===== config.mk =====
export PLATFORM = sky130hd
export DESIGN_NAME = ahb_isram_loader_flat
export DESIGN_NICKNAME = d
export VERILOG_FILES = /design/src/rtl/isram_loader_pkg.sv /design/src/rtl/ahb_isram_loader_if.sv /design/src/rtl/byte_word_packer.sv /design/src/rtl/ahb_isram_loader.sv /design/src/flat_wrapper.sv
export SDC_FILE = /design/constraint.sdc
export NUM_CORES = 1
export LEC_CHECK = 0
export ABC_AREA = 1
export CAP_MARGIN = 0
export CORE_MARGIN = 2
export CORE_UTILIZATION = 50
export CTS_BUF_LIST = sky130_fd_sc_hd__clkbuf_2 sky130_fd_sc_hd__clkbuf_4 sky130_fd_sc_hd__clkbuf_8
export CTS_CLUSTER_DIAMETER = 30
export DETAILED_ROUTE_END_ITERATION = 10
export GPL_TIMING_DRIVEN = 0
export PLACE_DENSITY = 0.9
export SYNTH_ARGS = -nofsm -noshare
export SYNTH_HDL_FRONTEND = slang
export SYNTH_SLANG_ARGS = --single-unit

===== constraint.sdc =====
create_clock -name HCLK -period 1.8 [get_ports HCLK]
set_input_delay 0.54 -clock HCLK [delete_from_list [all_inputs] [get_ports HCLK]]
set_output_delay 0.54 -clock HCLK [all_outputs]
set_load 0.01 [all_outputs]

===== src/rtl/isram_loader_pkg.sv =====
// Shared types and AHB-Lite constants for the instruction SRAM loader.
package isram_loader_pkg;

  typedef enum logic [1:0] {
    ST_IDLE = 2'd0,
    ST_FILL = 2'd1,
    ST_ADDR = 2'd2,
    ST_DATA = 2'd3
  } loader_state_e;

  localparam logic [1:0] HTRANS_IDLE   = 2'b00;
  localparam logic [1:0] HTRANS_NONSEQ = 2'b10;

  localparam logic [2:0] HSIZE_WORD    = 3'b010;
  localparam logic [2:0] HBURST_SINGLE = 3'b000;
  localparam logic [3:0] HPROT_DEFAULT = 4'b0011;

endpackage


===== src/rtl/ahb_isram_loader_if.sv =====
// Byte stream input plus AHB-Lite initiator signals of the SRAM loader.
interface ahb_isram_loader_if #(
  parameter int unsigned AW = 16
);

  logic [7:0]    s_data;
  logic          s_valid;
  logic          s_ready;

  logic [AW-1:0] HADDR;
  logic [1:0]    HTRANS;
  logic [2:0]    HSIZE;
  logic [2:0]    HBURST;
  logic [3:0]    HPROT;
  logic          HMASTLOCK;
  logic          HWRITE;
  logic [31:0]   HWDATA;
  logic          HREADY;
  logic          HRESP;

  modport master (
    input  s_data, s_valid, HREADY, HRESP,
    output s_ready, HADDR, HTRANS, HSIZE, HBURST, HPROT, HMASTLOCK, HWRITE, HWDATA
  );

  modport slave (
    output s_data, s_valid, HREADY, HRESP,
    input  s_ready, HADDR, HTRANS, HSIZE, HBURST, HPROT, HMASTLOCK, HWRITE, HWDATA
  );

endinterface


===== src/rtl/byte_word_packer.sv =====
// Little-endian 8-to-32 packer: first byte lands in [7:0], fourth in [31:24].
module byte_word_packer (
  input  logic        clk,
  input  logic        rst_n,
  input  logic        i_clear,
  input  logic        i_byte_valid,
  input  logic [7:0]  i_byte,
  input  logic        i_take,
  output logic [31:0] o_word,
  output logic [1:0]  o_count,
  output logic        o_word_valid
);

  logic [31:0] r_word;
  logic [1:0]  r_count;
  logic        r_word_valid;

  // Shifting in from the top leaves byte 0 at the bottom after four bytes.
  always_ff @(posedge clk or negedge rst_n) begin
    if (!rst_n) begin
      r_word       <= 32'h0;
      r_count      <= 2'd0;
      r_word_valid <= 1'b0;
    end else if (i_clear) begin
      r_word       <= 32'h0;
      r_count      <= 2'd0;
      r_word_valid <= 1'b0;
    end else begin
      if (i_take) begin
        r_word_valid <= 1'b0;
      end
      if (i_byte_valid) begin
        r_word  <= {i_byte, r_word[31:8]};
        r_count <= r_count + 2'd1;
        if (r_count == 2'd3) begin
          r_word_valid <= 1'b1;
        end
      end
    end
  end

  assign o_word       = r_word;
  assign o_count      = r_count;
  assign o_word_valid = r_word_valid;

endmodule


===== src/rtl/ahb_isram_loader.sv =====
// AHB-Lite initiator writing a byte stream into instruction SRAM, one single word per beat.
// Optional running checksum of OKAY words when ISRAM_LOADER_CHECKSUM_EN is defined.
module ahb_isram_loader
  import isram_loader_pkg::*;
#(
  parameter int unsigned AW    = 16,
  parameter int unsigned LEN_W = 14
) (
  input  logic             HCLK,
  input  logic             HRESETn,
  input  logic             start,
  input  logic [AW-1:0]    base_addr,
  input  logic [LEN_W-1:0] word_count,
  output logic             busy,
  output logic             done,
  output logic             error,
`ifdef ISRAM_LOADER_CHECKSUM_EN
  output logic [31:0]      checksum,
`endif
  ahb_isram_loader_if.master bus
);

  loader_state_e    r_state, w_state_nxt;
  logic [AW-1:0]    r_addr, w_addr_nxt;
  logic [LEN_W-1:0] r_remaining, w_remaining_nxt;
  logic             r_error, w_error_nxt;
  logic             r_done, w_done_nxt;
  logic             r_busy;
  logic             r_s_ready;
  logic [1:0]       r_htrans;
  logic             r_hwrite;
  logic [31:0]      r_hwdata, w_hwdata_nxt;
`ifdef ISRAM_LOADER_CHECKSUM_EN
  logic [31:0]      r_checksum, w_checksum_nxt;
`endif

  logic             w_clear;
  logic             w_take;
  logic             w_byte_fire;
  logic [31:0]      w_pack_word;
  logic [1:0]       w_pack_count;
  logic             w_word_valid;

  assign w_byte_fire = bus.s_valid && r_s_ready;

  byte_word_packer u_packer (
    .clk          (HCLK),
    .rst_n        (HRESETn),
    .i_clear      (w_clear),
    .i_byte_valid (w_byte_fire),
    .i_byte       (bus.s_data),
    .i_take       (w_take),
    .o_word       (w_pack_word),
    .o_count      (w_pack_count),
    .o_word_valid (w_word_valid)
  );

  // Next-state and next-register values; registered below so every output is a flop.
  always_comb begin
    w_state_nxt     = r_state;
    w_addr_nxt      = r_addr;
    w_remaining_nxt = r_remaining;
    w_error_nxt     = r_error;
    w_hwdata_nxt    = r_hwdata;
    w_done_nxt      = 1'b0;
    w_clear         = 1'b0;
    w_take          = 1'b0;
`ifdef ISRAM_LOADER_CHECKSUM_EN
    w_checksum_nxt  = r_checksum;
`endif
    case (r_state)
      ST_IDLE: begin
        if (start) begin
          w_clear         = 1'b1;
          w_addr_nxt      = base_addr & ~AW'(3);
          w_remaining_nxt = word_count;
          w_error_nxt     = 1'b0;
`ifdef ISRAM_LOADER_CHECKSUM_EN
          w_checksum_nxt  = 32'h0;
`endif
          if (word_count == '0) begin
            w_done_nxt = 1'b1;
          end else begin
            w_state_nxt = ST_FILL;
          end
        end
      end
      ST_FILL: begin
        if (w_byte_fire && (w_pack_count == 2'd3)) begin
          w_state_nxt = ST_ADDR;
        end
      end
      ST_ADDR: begin
        if (bus.HREADY && w_word_valid) begin
          w_take       = 1'b1;
          w_hwdata_nxt = w_pack_word;
          w_state_nxt  = ST_DATA;
        end
      end
      ST_DATA: begin
        // Two-cycle ERROR: flag on the first cycle, finish the load on the second.
        if (bus.HRESP) begin
          w_error_nxt = 1'b1;
          if (bus.HREADY) begin
            w_state_nxt = ST_IDLE;
            w_done_nxt  = 1'b1;
          end
        end else if (bus.HREADY) begin
          w_addr_nxt      = r_addr + AW'(4);
          w_remaining_nxt = r_remaining - LEN_W'(1);
`ifdef ISRAM_LOADER_CHECKSUM_EN
          w_checksum_nxt  = r_checksum + r_hwdata;
`endif
          if (r_remaining == LEN_W'(1)) begin
            w_state_nxt = ST_IDLE;
            w_done_nxt  = 1'b1;
          end else begin
            w_state_nxt = ST_FILL;
          end
        end
      end
      default: begin
        w_state_nxt = ST_IDLE;
      end
    endcase
  end

  // State and output registers; reset drives the bus back to IDLE immediately.
  always_ff @(posedge HCLK or negedge HRESETn) begin
    if (!HRESETn) begin
      r_state     <= ST_IDLE;
      r_addr      <= '0;
      r_remaining <= '0;
      r_error     <= 1'b0;
      r_done      <= 1'b0;
      r_busy      <= 1'b0;
      r_s_ready   <= 1'b0;
      r_htrans    <= HTRANS_IDLE;
      r_hwrite    <= 1'b0;
      r_hwdata    <= 32'h0;
`ifdef ISRAM_LOADER_CHECKSUM_EN
      r_checksum  <= 32'h0;
`endif
    end else begin
      r_state     <= w_state_nxt;
      r_addr      <= w_addr_nxt;
      r_remaining <= w_remaining_nxt;
      r_error     <= w_error_nxt;
      r_done      <= w_done_nxt;
      r_busy      <= (w_state_nxt != ST_IDLE);
      r_s_ready   <= (w_state_nxt == ST_FILL);
      r_htrans    <= (w_state_nxt == ST_ADDR) ? HTRANS_NONSEQ : HTRANS_IDLE;
      r_hwrite    <= (w_state_nxt == ST_ADDR);
      r_hwdata    <= w_hwdata_nxt;
`ifdef ISRAM_LOADER_CHECKSUM_EN
      r_checksum  <= w_checksum_nxt;
`endif
    end
  end

  assign busy          = r_busy;
  assign done          = r_done;
  assign error         = r_error;
`ifdef ISRAM_LOADER_CHECKSUM_EN
  assign checksum      = r_checksum;
`endif

  assign bus.s_ready   = r_s_ready;
  assign bus.HADDR     = r_addr;
  assign bus.HTRANS    = r_htrans;
  assign bus.HWRITE    = r_hwrite;
  assign bus.HWDATA    = r_hwdata;
  assign bus.HSIZE     = HSIZE_WORD;
  assign bus.HBURST    = HBURST_SINGLE;
  assign bus.HPROT     = HPROT_DEFAULT;
  assign bus.HMASTLOCK = 1'b0;

endmodule


===== src/flat_wrapper.sv =====
// flat-port wrapper written by rule: the top's interface ports become plain ports
module ahb_isram_loader_flat import isram_loader_pkg::*;
#(
  parameter int unsigned AW    = 16,
  parameter int unsigned LEN_W = 14
)
  (HCLK, HRESETn, start, base_addr, word_count, busy, done, error, bus_s_data, bus_s_valid, bus_HREADY, bus_HRESP, bus_s_ready, bus_HADDR, bus_HTRANS, bus_HSIZE, bus_HBURST, bus_HPROT, bus_HMASTLOCK, bus_HWRITE, bus_HWDATA);
  ahb_isram_loader_if #(.AW(AW)) bus_i ();
  input  logic HCLK;
  input  logic HRESETn;
  input  logic start;
  input  logic [AW-1:0] base_addr;
  input  logic [LEN_W-1:0] word_count;
  output logic busy;
  output logic done;
  output logic error;
  input wire logic [$bits(bus_i.s_data)-1:0] bus_s_data;
  input wire logic [$bits(bus_i.s_valid)-1:0] bus_s_valid;
  input wire logic [$bits(bus_i.HREADY)-1:0] bus_HREADY;
  input wire logic [$bits(bus_i.HRESP)-1:0] bus_HRESP;
  output wire logic [$bits(bus_i.s_ready)-1:0] bus_s_ready;
  output wire logic [$bits(bus_i.HADDR)-1:0] bus_HADDR;
  output wire logic [$bits(bus_i.HTRANS)-1:0] bus_HTRANS;
  output wire logic [$bits(bus_i.HSIZE)-1:0] bus_HSIZE;
  output wire logic [$bits(bus_i.HBURST)-1:0] bus_HBURST;
  output wire logic [$bits(bus_i.HPROT)-1:0] bus_HPROT;
  output wire logic [$bits(bus_i.HMASTLOCK)-1:0] bus_HMASTLOCK;
  output wire logic [$bits(bus_i.HWRITE)-1:0] bus_HWRITE;
  output wire logic [$bits(bus_i.HWDATA)-1:0] bus_HWDATA;
  assign bus_i.s_data = bus_s_data;
  assign bus_i.s_valid = bus_s_valid;
  assign bus_i.HREADY = bus_HREADY;
  assign bus_i.HRESP = bus_HRESP;
  assign bus_s_ready = bus_i.s_ready;
  assign bus_HADDR = bus_i.HADDR;
  assign bus_HTRANS = bus_i.HTRANS;
  assign bus_HSIZE = bus_i.HSIZE;
  assign bus_HBURST = bus_i.HBURST;
  assign bus_HPROT = bus_i.HPROT;
  assign bus_HMASTLOCK = bus_i.HMASTLOCK;
  assign bus_HWRITE = bus_i.HWRITE;
  assign bus_HWDATA = bus_i.HWDATA;
  ahb_isram_loader #(.AW(AW), .LEN_W(LEN_W)) u_core (.HCLK(HCLK), .HRESETn(HRESETn), .start(start), .base_addr(base_addr), .word_count(word_count), .busy(busy), .done(done), .error(error), .bus(bus_i));
endmodule

## After elaboration in Yosys (flattened, before gate mapping)

Cells that the tools add are included.

- Register bits after elaboration: 106
- Input port bits: 44
- Output and inout bits: 66
- Logic and storage cells: 78

- Add/sub/neg operators: 3
- Equal/unequal tests: 11
- Mux-type cells: 40
- Reductions and logical operators: 11

Operators by type and width:

| operator | count |
|---|---|
| 2-to-1 mux 32 bit | 2 |
| 2-to-1 mux 16 bit | 3 |
| 2-to-1 mux 14 bit | 3 |
| one-hot mux 16 bit (2 select lines) | 1 |
| one-hot mux 14 bit (2 select lines) | 1 |
| 2-to-1 mux 2 bit | 10 |
| 2-to-1 mux 1 bit | 17 |
| adder 16 x 3 -> 16 bit, second input constant | 1 |
| equality test 14 x 1 -> 1 bit, second input constant | 1 |
| logical NOT 14 bit | 1 |
| subtractor 14 x 1 -> 14 bit, second input constant | 1 |
| equality test 2 bit, second input constant | 4 |
| inequality test 2 bit, second input constant | 4 |
| one-hot mux 2 bit (4 select lines) | 1 |
| nonzero test 2 bit | 3 |
| equality test 2 x 1 -> 1 bit, second input constant | 2 |
| one-hot mux 1 bit (2 select lines) | 2 |
| AND reduction 4 bit | 1 |
| logical AND 1 bit | 3 |
| AND reduction 3 bit | 1 |
| adder 2 x 1 -> 2 bit, second input constant | 1 |
| logical NOT 2 bit | 1 |
| AND reduction 2 bit | 1 |

## Longest topological paths before layout

Gate-level depths: netlist (run 1).

- Word-level depth: 7
- Mapped depth: 11
- Depth with buffers taken out: 11

## By module

A second synthesis (run 1) with hierarchy kept.

- Cells, all modules: 647
- Area total of the unflattened synthesis: 5093.6 um^2

Modules (own cells, without submodules):

| module | times used | cells an instance | area an instance (um^2) | seq. area each (um^2) |
|---|---|---|---|---|
| ahb_isram_loader | 1 | 492 | 3676.0 | 1676.6 |
| byte_word_packer | 1 | 155 | 1417.6 | 875.8 |

## Worst setup path before layout (run 1)

No wires, ideal clock.

- Kind: register -> register
- Start point: register u_core.r_state[0]
- End point: register u_core.r_addr[5], in the netlist u_core.bus.HADDR[5]
- Setup time: 0.121 ns
- Arrival: 1.479 ns
- Data required time: 1.679 ns
- Setup slack: 0.200 ns
- Stages on the path, launching flop included: 8
- Path buffers: 1
- Period minus slack after synthesis: 1.600 ns
- Cells stage by stage: dfrtp_1 > inv_1 > ha_1 > nand2_2 > o21ai_2 > nand2_4 > buf_2 > o22a_1

- Longest elaborated chain between the ends: 3
- Elaborated cells between the ends (all ways): 8
- Those cells by class: eq/ne: 4; mux: 1; reduce/logical: 3

RTL lines:

| what | line | text |
|---|---|---|
| start, declared | ahb_isram_loader.sv:23 | `loader_state_e r_state, w_state_nxt;` |
| start signal, assigned | ahb_isram_loader.sv:145 | `r_state <= w_state_nxt;` |
| equality test 2 bit / logical NOT 2 bit (equally long branches) | ahb_isram_loader.sv:71 | `case (r_state)` |
| inequality test 2 bit (no source line) / nonzero test 2 bit (equally long branches) | -- |  |
| AND reduction 4 bit (no source line) | -- |  |
| end signal, assigned | ahb_isram_loader.sv:146 | `r_addr <= w_addr_nxt;` |
| end, declared | ahb_isram_loader.sv:24 | `logic [AW-1:0] r_addr, w_addr_nxt;` |

Parallel ways exist; a longest one is shown, timed or not.
A chain may end at the register's enable or synchronous reset.

## Final worst setup path (run 1)

- Start point: register u_core.r_done, in the netlist u_core.done
- End point: output done

RTL lines:

| what | line | text |
|---|---|---|
| start, declared | ahb_isram_loader.sv:27 | `logic r_done, w_done_nxt;` |
| start signal, assigned | ahb_isram_loader.sv:149 | `r_done <= w_done_nxt;` |
| end, declared | flat_wrapper.sv:15 | `output logic done;` |

No word-level cell between the ends.

==> metrics.md, run 1 <==
| Metric | Value |
|---|---|
| Vias | 4682 |
| Layout Area Growth over Synthesis | 29.5% |
| Initial antenna violation count | 0 |
| Relative slew slack | 0.663 |
| HP Class | input port to asynchronous set/reset pin |
| Share of the synthesized area in the top cell type | 0.510 |
| Die area | 0.0108 mm2 |
| CP startpoint kind | flip-flop |
| FILL cells | 803 |
| CTS tree | built |
| Chip width | about 100 um |
| Synth area leader | dfrtp_1 |
| Setup violators final | 0 |
| Placed Cells incl. Taps | 844 |
| Core area | 0.00973 mm2 |
| Netlist cell types | 33 |
| Cell Pwr Density | about 1300 mW/mm2 |
| Final net count | 789 |
| Post-Synthesis Cells | 605 |
| Slew of the pin with the lowest slew margin | 505 ps |
| Fraction of layout cells with a size suffix above 1 | 0.131 |
| Peak supply drop | 0.000713 V |
| Crit path required time | around 1300 ps |
| IO Port Bufs | 93 |
| Hpwl dp | 9.85 mm |
| Synthesis-stage register bit count | 102 |
| Chip Height | 104 um |
| Crit path capture type | output port |
| Clock transition at path regs | approximately 120 ps |
| R2R Path End | u_core.r_remaining[8] |
| Syn avg cell area | 8.27 um2 |
| Hold Slack | 129 ps |
| Post-DR wirelength/cell | about 16 um |
| Via-to-Cell Ratio | 5.35 |
| Fin. Hold Viols | 0 |
| Tcrit/Tclk final | 0.976 |
| Total Neg Setup Slack | 0 ps |
| 1st-pass router iterations | 5 |
| DRC | 0 |
| Gr usage total | 0.255 |
| Syn Std Cell Area | 0.00500 mm2 |
| Cells along the critical path | clkdlybuf4s50_1 |
| Vias in the first global route | 4602 |
| 1st-iter DRT viols | 378 |
| Largest cells by area after synthesis | dfrtp_1 51%, o21ai_0 8.9%, nand2_1 8.6%, inv_1 5.2%, nand3_1 5.0% |
| Antenna Nets Post-Route | 0 |
| Final slew viol count | 0 |
| Clk buf depth | 2 |
| Global-route wire length before repair | 22.4 mm |
| CTS buffer count | 9 |
| FMAX | ~570 MHz |
| Cell Rows | 36 |
| Crit Path Category | flip-flop to output port |
| FF-to-FF path depth | 9 |
| Crit Path Max Fanout | 1 |
| Slowest stage delay, CP | 520 ps |
| Inserted Diodes | 0 |
| Leakage power | 3.14 nW |
| Hold_buf cts | 0 |
| Final std cells w/o fill | around 880 |
| Clock skew | 16.0 ps |
| Largest net degree at the start of global routing | 66 |
| Overall Power | between 8 and 9 mW |
| Total wire length | roughly 14 mm |
| Depth of the CTS H-tree | 3 |
| Gr ovfl total | 0 |
| FF-to-FF setup slack | 50 ps |
| Synth warn | 0 |
| Register area share after synthesis | 0.510 |
| Outcome | completed |
| I/O Pins | 110 |
| Placer Congestion | 0.924 |
| Final min period | 1760 ps |
| Slowest cell on the critical path | clkdlybuf4s50_1 |
| Clk Latency, worst-skew pair | 370 ps |
| Starting density of the core | 0.514 |
| Max Cap Viol | 0 |
| CP top delay family | buffers and inverters |
| Sinks on the clock net | 102 |
| Worst Path Buf+Inv | 1 |
| Clock root cell | clkbuf_8 |
| Origin of the critical flop-to-flop path | u_core.r_state[1] |
| CP arrival | 1220 ps |
==> sequential cells by signal, indices dropped and copies added, names as in the netlist <==
name                          cells
u_core.bus.HADDR                 14
u_core.bus.HTRANS                 1
u_core.bus.HWDATA                32
u_core.bus.s_ready                1
u_core.busy                       1
u_core.done                       1
u_core.error                      1
u_core.r_remaining               14
u_core.r_state                    2
u_core.u_packer.o_count           2
u_core.u_packer.o_word           32
u_core.u_packer.o_word_valid      1
==> logic make-up after synthesis <==
| group | count (synthesis) | share of synthesized area |
|---|---|---|
| compound gates | 137 | 0.155 |
| xor+xnor | 8 | 0.0140 |
| fa+ha+maj | 8 | 0.0200 |
| buf+inv | 113 | 0.104 |
| flops | 102 | 0.510 |
| other cells | 2 | 0.00150 |
| simple gates | 235 | 0.196 |
==> power by group <==
part | total, mW | switching [mW] | leakage [nW] | internal [mW]
combinational | 3.52 | 2.15 | 1.71 | 1.37
clock | 1.41 | 0.880 | 0.0867 | 0.532
sequential | 3.42 | 0.475 | 1.34 | 2.95
total | 8.35 | 3.50 | 3.14 | 4.85
==> metrics by stage <==
| step | cell area, um2 | worst slack (ps) | utilization |
|---|---|---|---|
| 6_report | 6480 | 43.1 | 0.666 |
| 5_1_grt | 6480 | -65.4 | 0.666 |
| 4_1_cts | 6390 | 6.52 | 0.657 |
| 3_5_place_dp | 6170 | -360 | 0.634 |
| 3_3_place_gp | 6150 | -3560 | 0.632 |
| 2_1_floorplan | 5050 | 200 | - |
==> how the worst max path moves through the flow <==
stage,end,slack (ps),start,cells past startpoint
final,done,40,u_core.done,1
after global routing,u_core.r_remaining[8],-70,u_core.r_state[1],9
after CTS,u_core.r_remaining[13],7,u_core.r_state[0],9
after detailed placement,u_core.bus.HWDATA[11],-360,bus_HREADY,6
after global placement,u_core.bus.HWDATA[14],-3560,HRESETn,1
after floorplan,u_core.bus.HADDR[5],200,u_core.r_state[0],7
==> placed cells by master (no fill, tap or decap), drive strengths merged, types with 2 or more instances in the layout <==
cell / count
nand2: 118
dfrtp: 102
o21ai: 99
inv: 73
nor2: 54
nand3: 50
dlygate4sd2: 50
buf: 43
clkdlybuf4s50: 41
clkbuf: 24
a21oi: 23
conb: 14
o22ai: 9
xor2: 8
ha: 8
nor3: 7
nand4: 5
clkinvlp: 3
or2: 2
o211ai: 2
clkinv: 2
==> cells in the mapped netlist <==
cell type	n
a31oi_2	1
o22ai_2	5
o211ai_1	2
o21ai_2	4
o21ai_0	89
nand2_4	1
clkbuf_1	15
conb_1	2
nand2_2	1
buf_8	1
a22oi_2	1
inv_2	1
buf_1	3
inv_6	1
a21oi_1	22
nor3_1	7
buf_4	17
nand3_1	50
or2_2	2
nor2_1	54
a2bb2oi_1	1
o22ai_1	4
buf_6	1
o21ai_1	6
dfrtp_1	102
ha_1	8
nand4_1	5
xor2_1	8
a21oi_2	1
buf_2	5
nand2_1	115
inv_1	69
o22a_1	1
==> final cells by class <==
cell class	instances	area, um2	share of cell area
plain buffers	42	262	0.0404
repair buffers	108	1000	0.154
clock inverters	7	67.6	0.0104
well taps	133	166	0.0257
flip-flops and latches	102	2560	0.395
clock buffers	9	124	0.0191
multi-input cells	403	2030	0.313
inverters	71	274	0.0423
==> per-layer routing <==
layer | global-route usage | wire (um) | up-vias | share of wire
li1 | - | - | 2204 | -
met1 | 0.327 | 5660 | 2248 | 0.41
met2 | 0.444 | 6880 | 203 | 0.50
met3 | 0.0395 | 946 | 27 | 0.069
met4 | 0.0792 | 281 | 0 | 0.020
met5 | 0 | 0 | - | 0
==> timing repair <==
action / in CTS / in global routing
pin swaps: 0 / 3
resized for setup: 61 / 23
gates cloned: 0 / 1
buffers inserted: 9 / 5
endpoints found under the setup margin: 98 / 65
No activity file was read; power rests on OpenSTA's default activity.
==> run 2, diff against run 1 <==
CTS_BUF_LIST = unset   (was sky130_fd_sc_hd__clkbuf_2 sky130_fd_sc_hd__clkbuf_4 sky130_fd_sc_hd__clkbuf_8)
GPL_ROUTABILITY_DRIVEN = 0   (was unset)
PLACE_DENSITY = 0.83   (was 0.9)
==> metrics.md, run 2 (same netlist as run 1, synthesis figures left out) <==
| Metric | Value |
|---|---|
| Sequential power share | 0.410 |
| Cell Rows | 36 |
| CP startpoint | u_core.bus.HTRANS[1] |
| Inserted Diodes | 0 |
| Die area | 0.0108 mm2 |
| Setup violators final | 0 |
| Cell Pwr Density | 1290 mW/mm2 |
| Most frequent cells in the layout | 115 x nand2_1, 100 x dfrtp_1, 89 x o21ai_0 |
| CP top delay family | flip-flops |
| I/O Pins | 110 |
| Vias in the first global route | ~4600 |
| Fraction of layout cells with a size suffix above 1 | 0.117 |
| Gr usage total | 0.254 |
| Layout Area Growth over Synthesis | 29.0% |
| Hpwl dp | about 9.4 mm |
| Unrepaired setup endpoints after global routing | no |
| Final net count | 785 |
| CTS tree | built |
| Fin. Hold Viols | 0 |
| P_sw | between 3 and 4 mW |
| Slowest cell on the critical path | dfrtp_1 |
| Crit path capture type | output port |
| Outcome | completed |
| Final slew viol count | 0 |
| CP startpoint kind | flip-flop |
| FMAX | approximately 590 MHz |
| Switch share | 0.420 |
| Final min period | approximately 1700 ps |
| Global-route wire length before repair | 22.1 mm |
| Relative slew slack | 0.560 |
| Sinks on the clock net | 102 |
| Clock transition at path regs | 110 ps |
| Clk Latency, worst-skew pair | between 300 and 400 ps |
| 1st-iter DRT viols | 370 |
| DRC | 0 |
| Tcrit/Tclk final | 0.948 |
| Depth of the CTS H-tree | 3 |
| Crit path required time | 1260 ps |
| Clock Power Share | 0.180 |
| Initial antenna violation count | 0 |
| Origin of the critical flop-to-flop path | u_core.bus.HADDR[3] |
| Placed cell area | 0.00617 mm2 |
| IO Port Bufs | 93 |
| HP Class | input port to asynchronous set/reset pin |
| Gr ovfl total | 0 |
| Comb power frac | 0.410 |
| Slowest stage delay, CP | 390 ps |
| Max Cap Viol | 0 |
| Clock root cell | clkbuf_8 |
| Vias | 4638 |
| Peak supply drop | around 0.00058 V |
| CP arrival | 1170 ps |
| Post-DR wirelength/cell | between 15 and 20 um |
| Crit Path Category | flip-flop to output port |
| Final Util | 0.663 |
| Clock skew | ~15 ps |
| Starting density of the core | 0.514 |
| Chip Height | 104 um |
| Clk buf depth | 2 |
| Antenna Nets Post-Route | 0 |
| Core area | 0.00973 mm2 |
| 1st-pass router iterations | 5 |
| Total wire length | between 10 and 15 mm |
| CTS buffer count | 9 |
| FILL cells | 835 |
| Slew of the pin with the lowest slew margin | 660 ps |
| Commonest non-fill, non-tap cell in the layout | nand2_1 |
| Via-to-Cell Ratio | ~5.3 |
| Leakage power | between 3 and 4 nW |
| Worst Path Buf+Inv | 2 |
| Chip width | approximately 100 um |
| Post-route cell area | between 0.006 and 0.007 mm2 |
| Cells along the critical path | buf_4 > dlygate4sd2_1 |
| Internal power | 4.84 mW |
| Crit Path Max Fanout | 2 |
| Largest net degree at the start of global routing | 54 |
==> run 2: area by class of cell <==
class | instances | area, um2 | share of cell area
Sequential cell | 102 | 2550 | 0.396
Multi-Input combinational cell | 402 | 2010 | 0.312
Inverter | 71 | 272 | 0.0421
Clock inverter | 7 | 88.8 | 0.0138
Timing Repair Buffer | 105 | 977 | 0.151
Tap cell | 133 | 166 | 0.0258
Clock buffer | 9 | 124 | 0.0192
Buffer | 42 | 259 | 0.0401
==> run 2: per-layer routing <==
metal,wire [um],global-route usage,vias up
met2,6390,0.415,215
li1,-,-,2203
met5,0,0,-
met1,5390,0.330,2182
met3,1070,0.0533,38
met4,369,0.108,0
==> run 2: worst register-to-register path, delay by kind of cell (launching register included) <==
family	cells	cell delay [ps]
AOI/OAI and AO/OA	1	70
adders and majority gates	1	180
buffers and inverters	2	220
DFF	1	400
and+or+nand+nor	7	710
==> run 2: power groups by stage <==
stage | combinational [mW] | clock (mW) | sequential [mW]
after floorplan | 1.97 | 0 | 3.46
after global placement | 3.05 | 0 | 3.48
after detailed placement | 3.18 | 0 | 3.51
after CTS | 3.27 | 1.52 | 3.40
after global routing | 3.83 | 1.59 | 3.49
final | 3.42 | 1.50 | 3.42
==> run 2: stage by stage <==
stage	cells	worst slack [ps]	hold WS, ps	TNS, ps	power, mW
floorplan	617	200	244	0	5.43
global placement	843	-3530	467	-379050	6.53
detailed placement	844	-318	477	-22630	6.69
CTS	867	0.951	184	0	8.19
global route	871	5.18	223	0	8.91
finish	871	92.8	164	0	8.34
==> run 2: timing repair <==
| item | 4_1_cts | 5_1_grt |
|---|---|---|
| endpoints found under the setup margin | 123 | 63 |
| resized for setup | 58 | 18 |
| pin swaps | 0 | 2 |
| cloned | 0 | 0 |
| buffers inserted | 7 | 4 |
| hold buffers | 0 | 0 |
==> run 2: worst paths after layout <==
check	to	slack, ps	depth (start not counted)
worst max-delay path	bus_HTRANS[1]	90	2
worst min-delay path	u_core.r_remaining[11]	160	1
worst max register to register	u_core.bus.HADDR[14]	100	11
worst min register to register	u_core.bus.HWDATA[13]	490	2
max in group asynchronous	u_core.r_state[1]	920	2
min in group HCLK	u_core.bus.HWDATA[13]	490	2
